File: src/rtl/store_manage_pkg.sv
// Shared types for the store-management unit: entry kinds, entry layout and
// issue FSM states.
package store_manage_pkg;

  typedef enum logic [1:0] {
    KIND_COMMIT   = 2'd0,
    KIND_FENCE    = 2'd1,
    KIND_FENCEVMA = 2'd2,
    KIND_FENCEI   = 2'd3
  } kind_e;

  typedef enum logic [1:0] {
    ST_IDLE      = 2'd0,
    ST_DRAIN     = 2'd1,
    ST_ISSUE     = 2'd2,
    ST_WAIT_DONE = 2'd3
  } state_e;

  localparam int unsigned ENTRY_ITAG_W = 8;

  // Queue entry layout; the top packs {kind, itag} in this order for any ITAG_W.
  typedef struct packed {
    kind_e                   kind;
    logic [ENTRY_ITAG_W-1:0] itag;
  } entry_t;

  // A valid lane with no kind bit set is still a store commit.
  function automatic kind_e lane_kind(input logic commit, input logic fence,
                                      input logic fencevma, input logic fencei);
    kind_e k;
    if (fencei) begin
      k = KIND_FENCEI;
    end else if (fencevma) begin
      k = KIND_FENCEVMA;
    end else if (fence) begin
      k = KIND_FENCE;
    end else if (commit) begin
      k = KIND_COMMIT;
    end else begin
      k = KIND_COMMIT;
    end
    return k;
  endfunction

endpackage

File: src/rtl/store_manage_unit_fifo.sv
// In-order queue with a CHANNELS-wide compacting push and a single pop.
module sm_multi_push_fifo #(
  parameter int unsigned CHANNELS = 2,
  parameter int unsigned DEPTH    = 8,
  parameter int unsigned W        = 10
) (
  input  logic                         clk_i,
  input  logic                         srst_i,
  input  logic                         push_en_i,
  input  logic [CHANNELS-1:0]          push_valid_i,
  input  logic [CHANNELS*W-1:0]        push_data_i,
  input  logic                         pop_i,
  output logic [W-1:0]                 head_o,
  output logic [$clog2(DEPTH):0]       count_o
);

  localparam int unsigned PTR_W = $clog2(DEPTH);
  localparam int unsigned CNT_W = PTR_W + 1;

  logic [W-1:0]     mem_q [DEPTH];
  logic [W-1:0]     mem_d [DEPTH];
  logic [PTR_W-1:0] rd_ptr_q, rd_ptr_d;
  logic [PTR_W-1:0] wr_ptr_q, wr_ptr_d;
  logic [CNT_W-1:0] count_q, count_d;
  logic [CNT_W-1:0] pushes_s;
  logic [PTR_W-1:0] wr_idx_s;

  // Valid lanes land in consecutive slots from wr_ptr, skipping idle lanes.
  always_comb begin
    mem_d    = mem_q;
    pushes_s = {CNT_W{1'b0}};
    wr_idx_s = wr_ptr_q;
    for (int c = 0; c < CHANNELS; c++) begin
      wr_idx_s = wr_ptr_q + pushes_s[PTR_W-1:0];
      if (push_en_i && push_valid_i[c]) begin
        mem_d[wr_idx_s] = push_data_i[c*W +: W];
        pushes_s        = pushes_s + CNT_W'(1'b1);
      end else begin
      end
    end
    wr_ptr_d = wr_ptr_q + pushes_s[PTR_W-1:0];
    rd_ptr_d = rd_ptr_q + PTR_W'(pop_i);
    count_d  = count_q + pushes_s - CNT_W'(pop_i);
  end

  always_ff @(posedge clk_i) begin
    if (srst_i) begin
      rd_ptr_q <= {PTR_W{1'b0}};
      wr_ptr_q <= {PTR_W{1'b0}};
      count_q  <= {CNT_W{1'b0}};
      for (int i = 0; i < DEPTH; i++) begin
        mem_q[i] <= {W{1'b0}};
      end
    end else begin
      rd_ptr_q <= rd_ptr_d;
      wr_ptr_q <= wr_ptr_d;
      count_q  <= count_d;
      mem_q    <= mem_d;
    end
  end

  assign head_o  = mem_q[rd_ptr_q];
  assign count_o = count_q;

endmodule

File: src/rtl/store_manage_unit.sv
// Store-commit / fence sequencer: buffers up to CHANNELS requests per cycle and
// issues them in order, draining the store buffer before each fence.
module store_manage_unit
  import store_manage_pkg::*;
#(
  parameter int unsigned CHANNELS = 2,
  parameter int unsigned DEPTH    = 8,
  parameter int unsigned ITAG_W   = ENTRY_ITAG_W
) (
  input  logic                       clk_i,
  input  logic                       srst_i,
  input  logic [CHANNELS-1:0]        in_valid_i,
  input  logic [CHANNELS-1:0]        in_commit_i,
  input  logic [CHANNELS-1:0]        in_fence_i,
  input  logic [CHANNELS-1:0]        in_fencevma_i,
  input  logic [CHANNELS-1:0]        in_fencei_i,
  input  logic [CHANNELS*ITAG_W-1:0] in_itag_i,
  output logic                       in_ready_o,
  output logic                       out_valid_o,
  input  logic                       out_ready_i,
  output logic                       out_commit_o,
  output logic                       out_fence_o,
  output logic                       out_fencevma_o,
  output logic                       out_fencei_o,
  output logic [ITAG_W-1:0]          out_itag_o,
  input  logic                       sb_empty_i,
  input  logic                       fence_done_i,
  output logic [$clog2(DEPTH):0]     occupancy_o,
  output logic                       busy_o
);

  localparam int unsigned CNT_W = $clog2(DEPTH) + 1;
  localparam int unsigned ENT_W = ITAG_W + 2;

  logic [CHANNELS*ENT_W-1:0] push_data_s;
  logic [ENT_W-1:0]          head_s;
  logic [CNT_W-1:0]          count_s;
  logic [CNT_W-1:0]          free_s;
  logic                      empty_s;
  logic                      pop_s;
  logic                      out_valid_s;
  kind_e                     head_kind_s;
  logic [ITAG_W-1:0]         head_itag_s;
  state_e                    state_q, state_d;

  always_comb begin
    for (int c = 0; c < CHANNELS; c++) begin
      push_data_s[c*ENT_W +: ENT_W] = {lane_kind(in_commit_i[c], in_fence_i[c],
                                                 in_fencevma_i[c], in_fencei_i[c]),
                                       in_itag_i[c*ITAG_W +: ITAG_W]};
    end
  end

  // Readiness uses the registered count only, so a same-cycle pop never frees a slot.
  assign free_s     = CNT_W'(DEPTH) - count_s;
  assign in_ready_o = !srst_i && (free_s >= CNT_W'(CHANNELS));

  sm_multi_push_fifo #(
    .CHANNELS (CHANNELS),
    .DEPTH    (DEPTH),
    .W        (ENT_W)
  ) u_fifo (
    .clk_i        (clk_i),
    .srst_i       (srst_i),
    .push_en_i    (in_ready_o),
    .push_valid_i (in_valid_i),
    .push_data_i  (push_data_s),
    .pop_i        (pop_s),
    .head_o       (head_s),
    .count_o      (count_s)
  );

  assign empty_s     = (count_s == {CNT_W{1'b0}});
  assign head_kind_s = kind_e'(head_s[ENT_W-1 -: 2]);
  assign head_itag_s = head_s[ITAG_W-1:0];

  always_ff @(posedge clk_i) begin
    if (srst_i) begin
      state_q <= ST_IDLE;
    end else begin
      state_q <= state_d;
    end
  end

  always_comb begin
    state_d     = state_q;
    out_valid_s = 1'b0;
    pop_s       = 1'b0;
    if (srst_i) begin
      state_d = ST_IDLE;
    end else begin
      case (state_q)
        ST_IDLE: begin
          if (empty_s) begin
            state_d = ST_IDLE;
          end else if (head_kind_s == KIND_COMMIT) begin
            out_valid_s = 1'b1;
            pop_s       = out_ready_i;
          end else begin
            state_d = ST_DRAIN;
          end
        end
        ST_DRAIN: begin
          if (sb_empty_i) begin
            state_d = ST_ISSUE;
          end else begin
            state_d = ST_DRAIN;
          end
        end
        ST_ISSUE: begin
          out_valid_s = 1'b1;
          if (out_ready_i) begin
            pop_s   = 1'b1;
            state_d = ST_WAIT_DONE;
          end else begin
            state_d = ST_ISSUE;
          end
        end
        ST_WAIT_DONE: begin
          if (fence_done_i) begin
            state_d = ST_IDLE;
          end else begin
            state_d = ST_WAIT_DONE;
          end
        end
        default: begin
          state_d = ST_IDLE;
        end
      endcase
    end
  end

  // Payload is zero whenever nothing is offered, which also covers the reset cycle.
  always_comb begin
    out_valid_o    = out_valid_s;
    out_commit_o   = 1'b0;
    out_fence_o    = 1'b0;
    out_fencevma_o = 1'b0;
    out_fencei_o   = 1'b0;
    out_itag_o     = {ITAG_W{1'b0}};
    if (out_valid_s) begin
      out_commit_o   = (head_kind_s == KIND_COMMIT);
      out_fence_o    = (head_kind_s == KIND_FENCE);
      out_fencevma_o = (head_kind_s == KIND_FENCEVMA);
      out_fencei_o   = (head_kind_s == KIND_FENCEI);
      out_itag_o     = head_itag_s;
    end else begin
      out_itag_o = {ITAG_W{1'b0}};
    end
  end

  assign occupancy_o = count_s;
  assign busy_o      = !srst_i && (!empty_s || (state_q != ST_IDLE));

endmodule

File: config.mk
export PLATFORM = sky130hd
export DESIGN_NAME = store_manage_unit
export DESIGN_NICKNAME = d
export VERILOG_FILES = /design/src/rtl/store_manage_pkg.sv /design/src/rtl/store_manage_unit_fifo.sv /design/src/rtl/store_manage_unit.sv
export SDC_FILE = /design/constraint.sdc
export NUM_CORES = 1
export LEC_CHECK = 0
export CORE_MARGIN = 4
export CORE_UTILIZATION = 31
export CTS_BUF_LIST = sky130_fd_sc_hd__clkbuf_8
export CTS_CLUSTER_DIAMETER = 150
export CTS_CLUSTER_SIZE = 40
export DETAILED_ROUTE_END_ITERATION = 16
export DONT_BUFFER_PORTS = 1
export PLACE_DENSITY = 0.52
export SYNTH_ARGS = -nofsm -noshare
export SYNTH_HDL_FRONTEND = slang
export SYNTH_SLANG_ARGS = --single-unit
File: constraint.sdc
create_clock -name clk_i -period 3.7 [get_ports clk_i]
set_clock_uncertainty 0.05 [all_clocks]
set_input_delay 0.555 -clock clk_i [delete_from_list [all_inputs] [get_ports clk_i]]
set_output_delay 0.555 -clock clk_i [all_outputs]
set_load 0.005 [all_outputs]
==> results by group, run 1 <==
Status
  – Status: completed

STA
  – RSZ-0062 raised after global routing: false
  – Final TNS setup: 0 ns
  – Fin. Hold Viols: 0
  – Tcrit/Tclk final: around nine tenths
  – Fmax: slightly below 0.3 GHz
  – Slew margin rel.: 49.8%
  – Final max-slew violation count: 0
  – Final min period: 3.38 ns
  – Post-route setup slack: around 0.32 ns
  – Final setup violation count: 0
  – Worst-margin pin slew: between 0.7 and 0.8 ns

Yosys
  – FFs w/ async S/R, synth: 0%
  – Yosys reg bits: a little over 90
  – EDFF count, synth: 0
  – Post-Syn Area per Cell: between 9 and 10 µm²
  – Cells after synthesis: 585
  – Warnings, synthesis: 0
  – Main flop type after synthesis: dfxtp_1
  – Seq/Total Area, Yosys: between 30% and 40%
  – Yosys cell types: 53
  – Post-Syn Area: 5460 µm²
  – Post-synthesis net count: between 600 and 700

Drt
  – Total Wirelength: 15.5 mm
  – Vias: ~4300
  – Via density: between 5 and 6
  – DRC: 0
  – DR WL/cell: ~20 µm
  – Iteration-0 DRC count of the detailed router: 360
  – Antenna Nets Post-Route: 0
  – Pre-Repair DR Iteration Count: 4

Clocking
  – CTS tree: done
  – Worst-path clk slew: roughly 0.08 ns
  – Clock latency on the worst-skew pair: 0.37 ns
  – H-tree Lvls: 3
  – Longest Clk Path Bufs: 2
  – Cts bufs inserted: 9
  – CTS Root Cell: clkbuf_8
  – CTS sink count: 92

Global route
  – Initial antenna violation count: 0
  – Global route total overflow: 0
  – Overall routing resource usage: approximately 16%
  – First-pass GRT wire length: 24.6 mm
  – Vias in the first global route: between 4000 and 5000
  – Largest net degree at the start of global routing: 105

Floorplanning
  – Row cnt: between 40 and 50
  – Die Ht: 141 µm
  – Core Area: roughly 17000 µm²
  – Die Area: 19800 µm²
  – Num ports: 50
  – Initial core utilization: a little under a third
  – Die extent in x: around 140 µm

Worst setup path
  – Cell breakdown of the critical path: inv_1 > ha_1 > nor3_1 > nand4_2 > nand2_1 > nor2_1 > ha_1 > ha_1 > nor4b_2 > nand4_1 > buf_4 > nor3_1 > a211oi_2
  – R2R Path Start: u_fifo.count_o[0]
  – Buf+Inv Stages, Crit Path: 2
  – Max Fanout on Critical Path: 20
  – WP data required: ~4 ns
  – Most used cell, CP: ha_1
  – Worst EP arrival: about 3.6 ns
  – R2R Setup Slk: around 0.32 ns
  – Critical path's top delay family: simple AND/OR/NAND/NOR gates
  – Slowest cell delay on critical path: between 0.4 and 0.5 ns
  – Crit end category: register
  – CP Launch Type: register
  – Critical setup path kind: register to register
  – R2R cell count: 13
  – Worst path slowest cell: dfxtp_1
  – Reg-to-Reg End: u_fifo.mem_q[79]

Flow run
  – Max cap viols: 0

Power and ir drop
  – Sequential fraction of design power: a little over two fifths
  – Worst vdd ir: 0.157 mV
  – Static Leak: 2.44 nW
  – Int Pwr: 0.00189 W
  – Clk network pwr share: 21.8%
  – Switch share: roughly 37%
  – Net Sw Power: 0.00113 W
  – PwrDens: between 500 and 600 nW/µm²
  – Logic gate share of total power: about 36%
  – Total power: slightly above 0.003 W

Final layout
  – Nets: about 600
  – Area growth syn-to-layout: 5.72%
  – Layout cells sized above 1: between 10% and 20%
  – Final core occ: ~33%
  – # diodes: 0
  – Final std cells w/o fill: between 700 and 800

Placement
  – Hpwl dp: around 10 mm
  – GPL Wtd Cong: slightly below 0.8
  – Dpl ws: between 0.2 and 0.25 ns
  – DP Cell Count: ~760
  – Port Buffers: 0

Min path
  – Worst hold-check path type: primary input to register
  – Worst hold path depth: 1
  – Worst hold endpoint: u_fifo.wr_ptr_q[0]
  – Worst hold start: srst_i
[cells in the mapped netlist (2+ instances only)]
cell       count  area (µm²)
o211ai_1       4        30.0
nand2b_1       9        56.3
nor3_1        22         110
o21ai_0        2        10.0
a211oi_2       4        50.1
mux4_2        18         405
nor2_1        82         308
nand2_1        9        33.8
nand3b_1       3        22.5
nand3_1        6        30.0
nand4_1        8        50.1
o2bb2ai_1      8        70.1
xor2_1         4        35.0
o22ai_1        8        50.1
dfxtp_1       92        1840
nor4bb_1       2        20.0
nor3b_1        3        22.5
or2_2          2        12.5
buf_1         10        37.5
ha_1          13         163
clkbuf_1      26        97.6
buf_2         20         100
xnor2_1        5        43.8
a211oi_1      69         518
a21o_1         2        15.0
buf_4          5        37.5
nor2b_1        7        43.8
a21oi_1        7        35.0
mux2i_1       84         841
a211o_1        4        35.0
a31oi_1        3        18.8
buf_6          4        45.0
inv_1         18        67.6
and3_1         2        12.5
mux2_2         2        22.5
[layout make-up]
cell class	instances	area, µm²
fillers	1788	11500
multi-input cells	410	3260
flip-flops and latches	92	1840
well taps	225	282
clock buffers	11	151
repair buffers	19	143
inverters	18	67.6
clock inverters	5	36.3
[stage by stage]
step / hold WS [ns] / area [µm²]
after floorplan: 0.435 / 5460
after global placement: 0.457 / 5570
after detailed placement: 0.491 / 5570
after CTS: 0.190 / 5760
after global routing: 0.198 / 5780
final: 0.216 / 5780
[flip-flops by register name, summed over array words and instances, names as in the netlist]
name and flops:
u_fifo.wr_ptr_q 3, state_q 2, u_fifo.mem_q 80, u_fifo.rd_ptr_q 3, u_fifo.count_o 4
[kinds of logic (layout without fill, tap and decap cells)]
kind of cell	count (synthesis)	in the layout	synth area share, %
buffers and inverters	83	53	7.05
xor gates and xnor gates	9	9	1.44
muxes	105	105	23.5
and+or+nand+nor	164	164	14.6
AOI/OAI and AO/OA	118	118	16.4
adders and majority gates	14	14	3.34
DFF	92	92	33.7
[worst max path at each step]
stage                                   from                to  depth (start not counted)  slack (ns)
after floorplan            u_fifo.count_o[0]  u_fifo.mem_q[20]                         13        0.52
after global placement     u_fifo.count_o[0]  u_fifo.mem_q[79]                         13        0.40
after detailed placement   u_fifo.count_o[0]  u_fifo.mem_q[79]                         13        0.25
after CTS                 u_fifo.rd_ptr_q[0]     out_itag_o[6]                          6        0.05
after global routing       u_fifo.count_o[0]  u_fifo.mem_q[59]                         13        0.01
final                      u_fifo.count_o[0]  u_fifo.mem_q[79]                         13        0.32
[cell usage in the layout, fill, tap and decap left out, drive strengths merged, types with 2 or more instances in the layout]
cell type / n
a31oi: 3
a211oi: 73
o21ai: 2
nor4bb: 2
mux4: 18
mux2i: 85
or2: 3
a21o: 2
a21oi: 7
or3: 2
nor2b: 7
dfxtp: 92
mux2: 2
and3: 2
nor2: 83
nor3b: 3
a211o: 4
o22ai: 8
nand3b: 3
xnor2: 5
o2bb2ai: 8
ha: 13
inv: 20
clkbuf: 11
nand4: 9
o211ai: 4
nand2: 9
nand3: 6
nand2b: 9
clkinv: 2
xor2: 4
buf: 19
nor3: 22
[power groups by stage]
stage | sequential, W | clock [W] | combinational, W
2_1_floorplan | 0.00121 | 0 | 0.000913
3_3_place_gp | 0.00128 | 0 | 0.00104
3_5_place_dp | 0.00129 | 0 | 0.00108
4_1_cts | 0.00127 | 0.000680 | 0.00109
5_1_grt | 0.00129 | 0.000718 | 0.00120
6_report | 0.00127 | 0.000659 | 0.00109
[layer usage]
layer	wire length (µm)	global-route usage, %
met1	6860	21.0
met2	7550	26.3
met3	860	2.82
met4	178	4.39
met5	0	0
[repair_timing]
action	in CTS	in global routing
buffers inserted	0	0
setup endpoints to repair	0	10
gates resized for setup	0	3
hold buffers	0	0
Note: power is estimated with default switching activity, not from simulation.
==> run 2: changes to the inputs <==
Settings changed: GPL_TIMING_DRIVEN from default to 0.
==> results by group, run 2 (synthesis gave the netlist of run 1 again) <==
Drt
  – DR WL/cell: 22.1 µm (+11%)
  – Via density: 5.64 (+3.0%)
  – DRC: 0 (unchanged)
  – Total Wirelength: 18.2 mm (+18%)
  – Vias: 4661 (+9.2%)
  – Antenna Nets Post-Route: 0 (unchanged)
  – Iteration-0 DRC count of the detailed router: 426 (+18%)
  – Pre-Repair DR Iteration Count: 5 (+1)

Min path
  – Worst hold endpoint: state_q[1]
  – Worst hold-check path type: primary input to register
  – Worst hold start: sb_empty_i
  – Worst hold path depth: 2 (+1)

Status
  – Status: completed

STA
  – Tcrit/Tclk final: 95.2% (+3.9 points)
  – Fin. Hold Viols: 0 (unchanged)
  – Fmax: 0.284 GHz (-4.1%)
  – Min Hold Slack: 0.290 ns (+0.0736 ns)
  – Final max-slew violation count: 0 (unchanged)
  – Final setup violation count: 0 (unchanged)
  – Worst-margin pin slew: 1.08 ns (+0.328 ns)
  – Slew margin rel.: 27.6% (-22 points)
  – Final min period: 3.52 ns (+0.146 ns)

Floorplanning
  – Initial core utilization: 31.6% (unchanged)
  – Die extent in x: 141 µm (unchanged)
  – Core Area: 17300 µm² (unchanged)
  – Num ports: 50 (unchanged)
  – Die Ht: 141 µm (unchanged)
  – Die Area: 19800 µm² (unchanged)
  – Row cnt: 48 (unchanged)

Worst setup path
  – Crit end category: register
  – WP data required: 3.94 ns (+0.05 ns)
  – Worst path slowest cell: dfxtp_2
  – Worst EP arrival: 3.76 ns (+0.19 ns)
  – Reg-to-Reg End: u_fifo.mem_q[64]
  – CP Launch Type: register
  – Cell breakdown of the critical path: inv_1 > ha_1 > nor2_2 > nand3_4 > nand2_4 > nor2_1 > ha_1 > ha_1 > nor4bb_2 > nand4_1 > buf_2 > buf_2 > a211oi_1
  – Critical Path Source: u_fifo.count_o[0]
  – Buf+Inv Stages, Crit Path: 3 (+1)
  – Critical setup path kind: register to register
  – Max Fanout on Critical Path: 10 (-50%)
  – R2R cell count: 13 (unchanged)
  – Most used cell, CP: ha_1
  – Critical path's top delay family: simple AND/OR/NAND/NOR gates
  – R2R Setup Slk: 0.18 ns (-0.15 ns)
  – R2R Path Start: u_fifo.count_o[0]
  – Slowest cell delay on critical path: 0.43 ns (-0.03 ns)

Clocking
  – H-tree Lvls: 3 (unchanged)
  – CTS Hold Bufs: 0 (unchanged)
  – CTS Root Cell: clkbuf_8
  – CTS sink count: 92 (unchanged)
  – CTS tree: done
  – Longest Clk Path Bufs: 2 (unchanged)
  – Clock latency on the worst-skew pair: 0.37 ns (about the same)
  – Cts bufs inserted: 9 (unchanged)
  – Worst-path clk slew: 0.10 ns (+0.02 ns)

Final layout
  – Max reg flops: 80 (unchanged)
  – Most frequent cells in the layout: dfxtp_1 (90), mux2i_1 (84), nor2_1 (81)
  – Most common cell after layout, fill and taps aside: dfxtp_1
  – Nets: 642 (+7.9%)
  – FILL cells: 1800 (+0.67%)
  – Layout cells sized above 1: 14.5% (+2.2 points)
  – # diodes: 0 (unchanged)
  – Largest reg by FF count: u_fifo.mem_q
  – Area growth syn-to-layout: 9.94%

Power and ir drop
  – Total power: 0.00320 W (+6.0%)
  – Worst vdd ir: 0.210 mV (+34%)
  – PwrDens: 532 nW/µm² (+1.9%)
  – Static Leak: 2.51 nW (+3.0%)

Global route
  – Overall routing resource usage: 18.1% (+2.4 points)
  – Vias in the first global route: 4566 (+6.0%)
  – First-pass GRT wire length: 27.5 mm (+12%)
  – Largest net degree at the start of global routing: 18 (-83%)
  – Initial antenna violation count: 1 (+1)
  – Global route total overflow: 0 (unchanged)

Placement
  – GPL Wtd Cong: 0.823 (+4.6%)
  – Hpwl dp: 12.6 mm (+22%)
  – Port Buffers: 0 (unchanged)

Flow run
  – Max cap viols: 0 (unchanged)
run 2: cell count changes in the layout (fill, tap and decap cells not counted), sizes merged:
cell and change:
clkinvlp +1, clkbuf +25, clkinv -1, inv +1, buf +21
run 2: through the flow:
stage	instance area (µm²)	TNS [ns]	utilization, %	worst slack [ns]	std cells
2_1_floorplan	5460	0	-	0.518	585
3_3_place_gp	5750	-11.13	33.2	-0.292	810
3_5_place_dp	5750	-18.93	33.2	-0.446	810
4_1_cts	5960	0	34.5	0.00658	827
5_1_grt	6010	-0.0180	34.7	-0.0158	827
6_report	6010	0	34.7	0.178	827
run 2: how the worst max path moves through the flow:
stage	to	slack, ns	cells after the start
2_1_floorplan	u_fifo.mem_q[20]	0.52	13
5_1_grt	u_fifo.mem_q[16]	-0.02	13
4_1_cts	u_fifo.mem_q[29]	0.007	13
6_report	u_fifo.mem_q[64]	0.18	13
3_3_place_gp	u_fifo.mem_q[29]	-0.29	13
3_5_place_dp	u_fifo.mem_q[29]	-0.45	13
run 2: worst register-to-register path, cell delays in order (launching register included):
cell      delay [ns]
dfxtp_2         0.43
inv_1           0.09
ha_1            0.34
nor2_2          0.19
nand3_4         0.17
nand2_4         0.18
nor2_1          0.11
ha_1            0.21
ha_1            0.37
nor4bb_2        0.35
nand4_1         0.19
buf_2           0.26
buf_2           0.26
a211oi_1        0.24
run 2: layer usage:
metal / wire (µm) / part of all wire, % / vias to the layer above / global-route usage (%)
li1: - / - / 2165 / -
met1: 7700 / 42 / 2280 / 23.6
met2: 8840 / 48 / 186 / 30.4
met3: 1320 / 7.2 / 28 / 3.77
met4: 373 / 2.0 / 2 / 5.41
met5: 13 / 0.071 / - / 0
run 2: power by group:
part | switching [W] | total [W] | internal [W]
logic | 0.000770 | 0.00128 | 0.000510
registers | 0.000100 | 0.00123 | 0.00113
clock network | 0.000413 | 0.000687 | 0.000274
total | 0.00128 | 0.00320 | 0.00191
run 2: timing repair:
action | CTS | global route
cloned | 0 | 0
gates resized for setup | 6 | 11
pin swaps | 1 | 0
setup endpoints to repair | 80 | 69
buffers inserted | 1 | 0
run 2: layout make-up:
class | count | area, µm² | share of cell area (%)
buffer | 65 | 324 | 5.39
clock buffer | 10 | 138 | 2.29
clock inverter | 6 | 52.6 | 0.875
inverter | 18 | 67.6 | 1.12
multi-input combinational | 410 | 3290 | 54.8
sequential | 92 | 1840 | 30.7
tap | 225 | 282 | 4.69
timing repair buffer | 1 | 7.51 | 0.125
==> run 3: changes to the inputs <==
Settings changed: PLACE_DENSITY 0.52 to default, PLACE_DENSITY_LB_ADDON from default to 0.05.
==> results by group, run 3 (synthesis gave the netlist of run 1 again) <==
Placement
  – DP Cell Count: 810 (unchanged)
  – Port Buffers: 0 (unchanged)
  – GPL Wtd Cong: 0.818 (-0.61%)
  – Placement Cell Area: 5750 µm² (unchanged)
  – Hpwl dp: 13.7 mm (+8.5%)

STA
  – Final min period: 3.49 ns (-0.0275 ns)
  – Fin. Hold Viols: 0 (unchanged)
  – Final TNS setup: 0 ns (unchanged)
  – Final setup violation count: 0 (unchanged)
  – RSZ-0062 raised after global routing: true
  – Fmax: 0.286 GHz (+0.79%)
  – Final max-slew violation count: 0 (unchanged)
  – Slew margin rel.: 21.7% (-5.9 points)
  – Worst-margin pin slew: 1.17 ns (+0.0888 ns)
  – Tcrit/Tclk final: 94.4% (-0.74 points)

Final layout
  – Max reg flops: 80 (unchanged)
  – Layout cells sized above 1: 14.3% (-0.17 points)
  – # diodes: 0 (unchanged)
  – Nets: 642 (unchanged)
  – Final instance area: 5990 µm² (-0.23%)
  – Most common cell after layout, fill and taps aside: dfxtp_1
  – Most frequent cells in the layout: dfxtp_1 (90), mux2i_1 (84), nor2_1 (81)
  – Area growth syn-to-layout: 9.69%
  – Final std cells w/o fill: 827 (unchanged)
  – Largest reg by FF count: u_fifo.mem_q

Floorplanning
  – Die Ht: 141 µm (unchanged)
  – Die extent in x: 141 µm (unchanged)
  – Initial core utilization: 31.6% (unchanged)
  – Die Area: 19800 µm² (unchanged)
  – Num ports: 50 (unchanged)
  – Core Area: 17300 µm² (unchanged)
  – Row cnt: 48 (unchanged)

Worst setup path
  – Critical setup path kind: register to register
  – Worst EP arrival: 3.75 ns (about the same)
  – CP Launch Type: register
  – Max Fanout on Critical Path: 10 (unchanged)
  – WP data required: 3.95 ns (about the same)
  – Crit end category: register

Power and ir drop
  – Worst vdd ir: 0.266 mV (+27%)
  – PwrDens: 535 nW/µm² (+0.50%)
  – Switch share: 40.6% (+0.41 points)
  – Net Sw Power: 0.00130 W (+1.3%)
  – Int Pwr: 0.00191 W (-0.41%)
  – Logic gate share of total power: 39.6% (-0.5 points)
  – Static Leak: 2.51 nW (-0.21%)
  – Sequential fraction of design power: 38.3% (-0.2 points)
  – Clk network pwr share: 22.2% (+0.7 points)

Clocking
  – Cts bufs inserted: 9 (unchanged)
  – CTS sink count: 92 (unchanged)
  – H-tree Lvls: 3 (unchanged)
  – CTS Root Cell: clkbuf_8
  – CTS Hold Bufs: 0 (unchanged)
  – CTS tree: done
  – Worst-path clk slew: 0.10 ns (about the same)
  – Longest Clk Path Bufs: 2 (unchanged)
  – Clock latency on the worst-skew pair: 0.39 ns (+0.02 ns)

Flow run
  – Max cap viols: 0 (unchanged)

Drt
  – DR WL/cell: 24.3 µm (+10%)
  – DRC: 0 (unchanged)
  – Antenna Nets Post-Route: 0 (unchanged)
  – Total Wirelength: 20.1 mm (+10%)
  – Vias: 4626 (-0.75%)
  – Iteration-0 DRC count of the detailed router: 303 (-29%)
  – Via density: 5.59 (-0.75%)
  – Pre-Repair DR Iteration Count: 4 (-1)

Global route
  – Global route total overflow: 0 (unchanged)
  – First-pass GRT wire length: 29.8 mm (+8.1%)
  – Overall routing resource usage: 20.3% (+2.1 points)
  – Initial antenna violation count: 0 (-1)
  – Largest net degree at the start of global routing: 18 (unchanged)
  – Vias in the first global route: 4744 (+3.9%)

Min path
  – Worst hold-check path type: primary input to register

Status
  – Status: completed
run 3: changes by cell type in the layout (fill, tap and decap cells not counted):
cell	previous run	this run
nor4bb_4	1	0
inv_8	1	2
nor4bb_2	1	2
nor3_1	21	22
nor3_2	1	0
buf_2	19	20
buf_4	7	6
inv_6	2	1
run 3: worst max-delay path, cell delays in order (launching register included):
cell and delay, ns:
dfxtp_2 0.42, inv_1 0.08, ha_1 0.32, nor3_1 0.19
nand4_2 0.18, nand2_4 0.16, nor2_1 0.10, ha_1 0.21
ha_1 0.35, nor4bb_2 0.37, nand4_1 0.16, buf_2 0.27
buf_2 0.30, a211oi_1 0.24
run 3: per-layer routing:
metal / vias to the layer above / global-route usage (%) / share of wire [%]
met2: 140 / 33.4 / 47
met4: 0 / 5.25 / 1.8
li1: 2171 / - / -
met1: 2292 / 26.8 / 45
met5: - / 0 / 0
met3: 23 / 4.65 / 5.7
run 3: power groups by stage:
stage          combinational [W]  sequential [W]  clock, W
5_1_grt                  0.00139         0.00124  0.000754
4_1_cts                  0.00126         0.00123  0.000724
3_5_place_dp             0.00123         0.00125         0
2_1_floorplan           0.000913         0.00121         0
3_3_place_gp             0.00121         0.00124         0
6_report                 0.00127         0.00123  0.000710
run 3: metrics by stage:
stage	hold WS, ns	util [%]	setup slack [ns]	power, W
after floorplan	0.435	-	0.518	0.00213
after global placement	0.451	33.2	-0.568	0.00246
after detailed placement	0.462	33.2	-0.552	0.00247
after global routing	0.284	34.6	-0.0263	0.00339
after CTS	0.272	34.5	0.0211	0.00321
final	0.285	34.6	0.206	0.00321
run 3: cell type report:
type / count / area [µm²]
multi-input cells: 410 / 3280
repair buffers: 1 / 7.51
flip-flops and latches: 92 / 1840
well taps: 225 / 282
clock buffers: 10 / 138
fillers: 1809 / 11300
inverters: 18 / 67.6
clock inverters: 6 / 55.1
plain buffers: 65 / 322
run 3: what timing repair did:
action / CTS / global route
setup buffers: 1 / 0
pin swaps: 1 / 0
setup endpoints to repair: 80 / 73
resized for setup: 8 / 4
run 3: final timing paths:
check                                       start          endpoint  slack [ns]  cells after the start
worst max-delay path            u_fifo.count_o[0]  u_fifo.mem_q[13]        0.21                     13
worst min-delay path                   sb_empty_i        state_q[1]        0.29                      2
worst min register to register   u_fifo.mem_q[58]  u_fifo.mem_q[58]        0.49                      2
worst max register to register  u_fifo.count_o[0]  u_fifo.mem_q[13]        0.21                     13
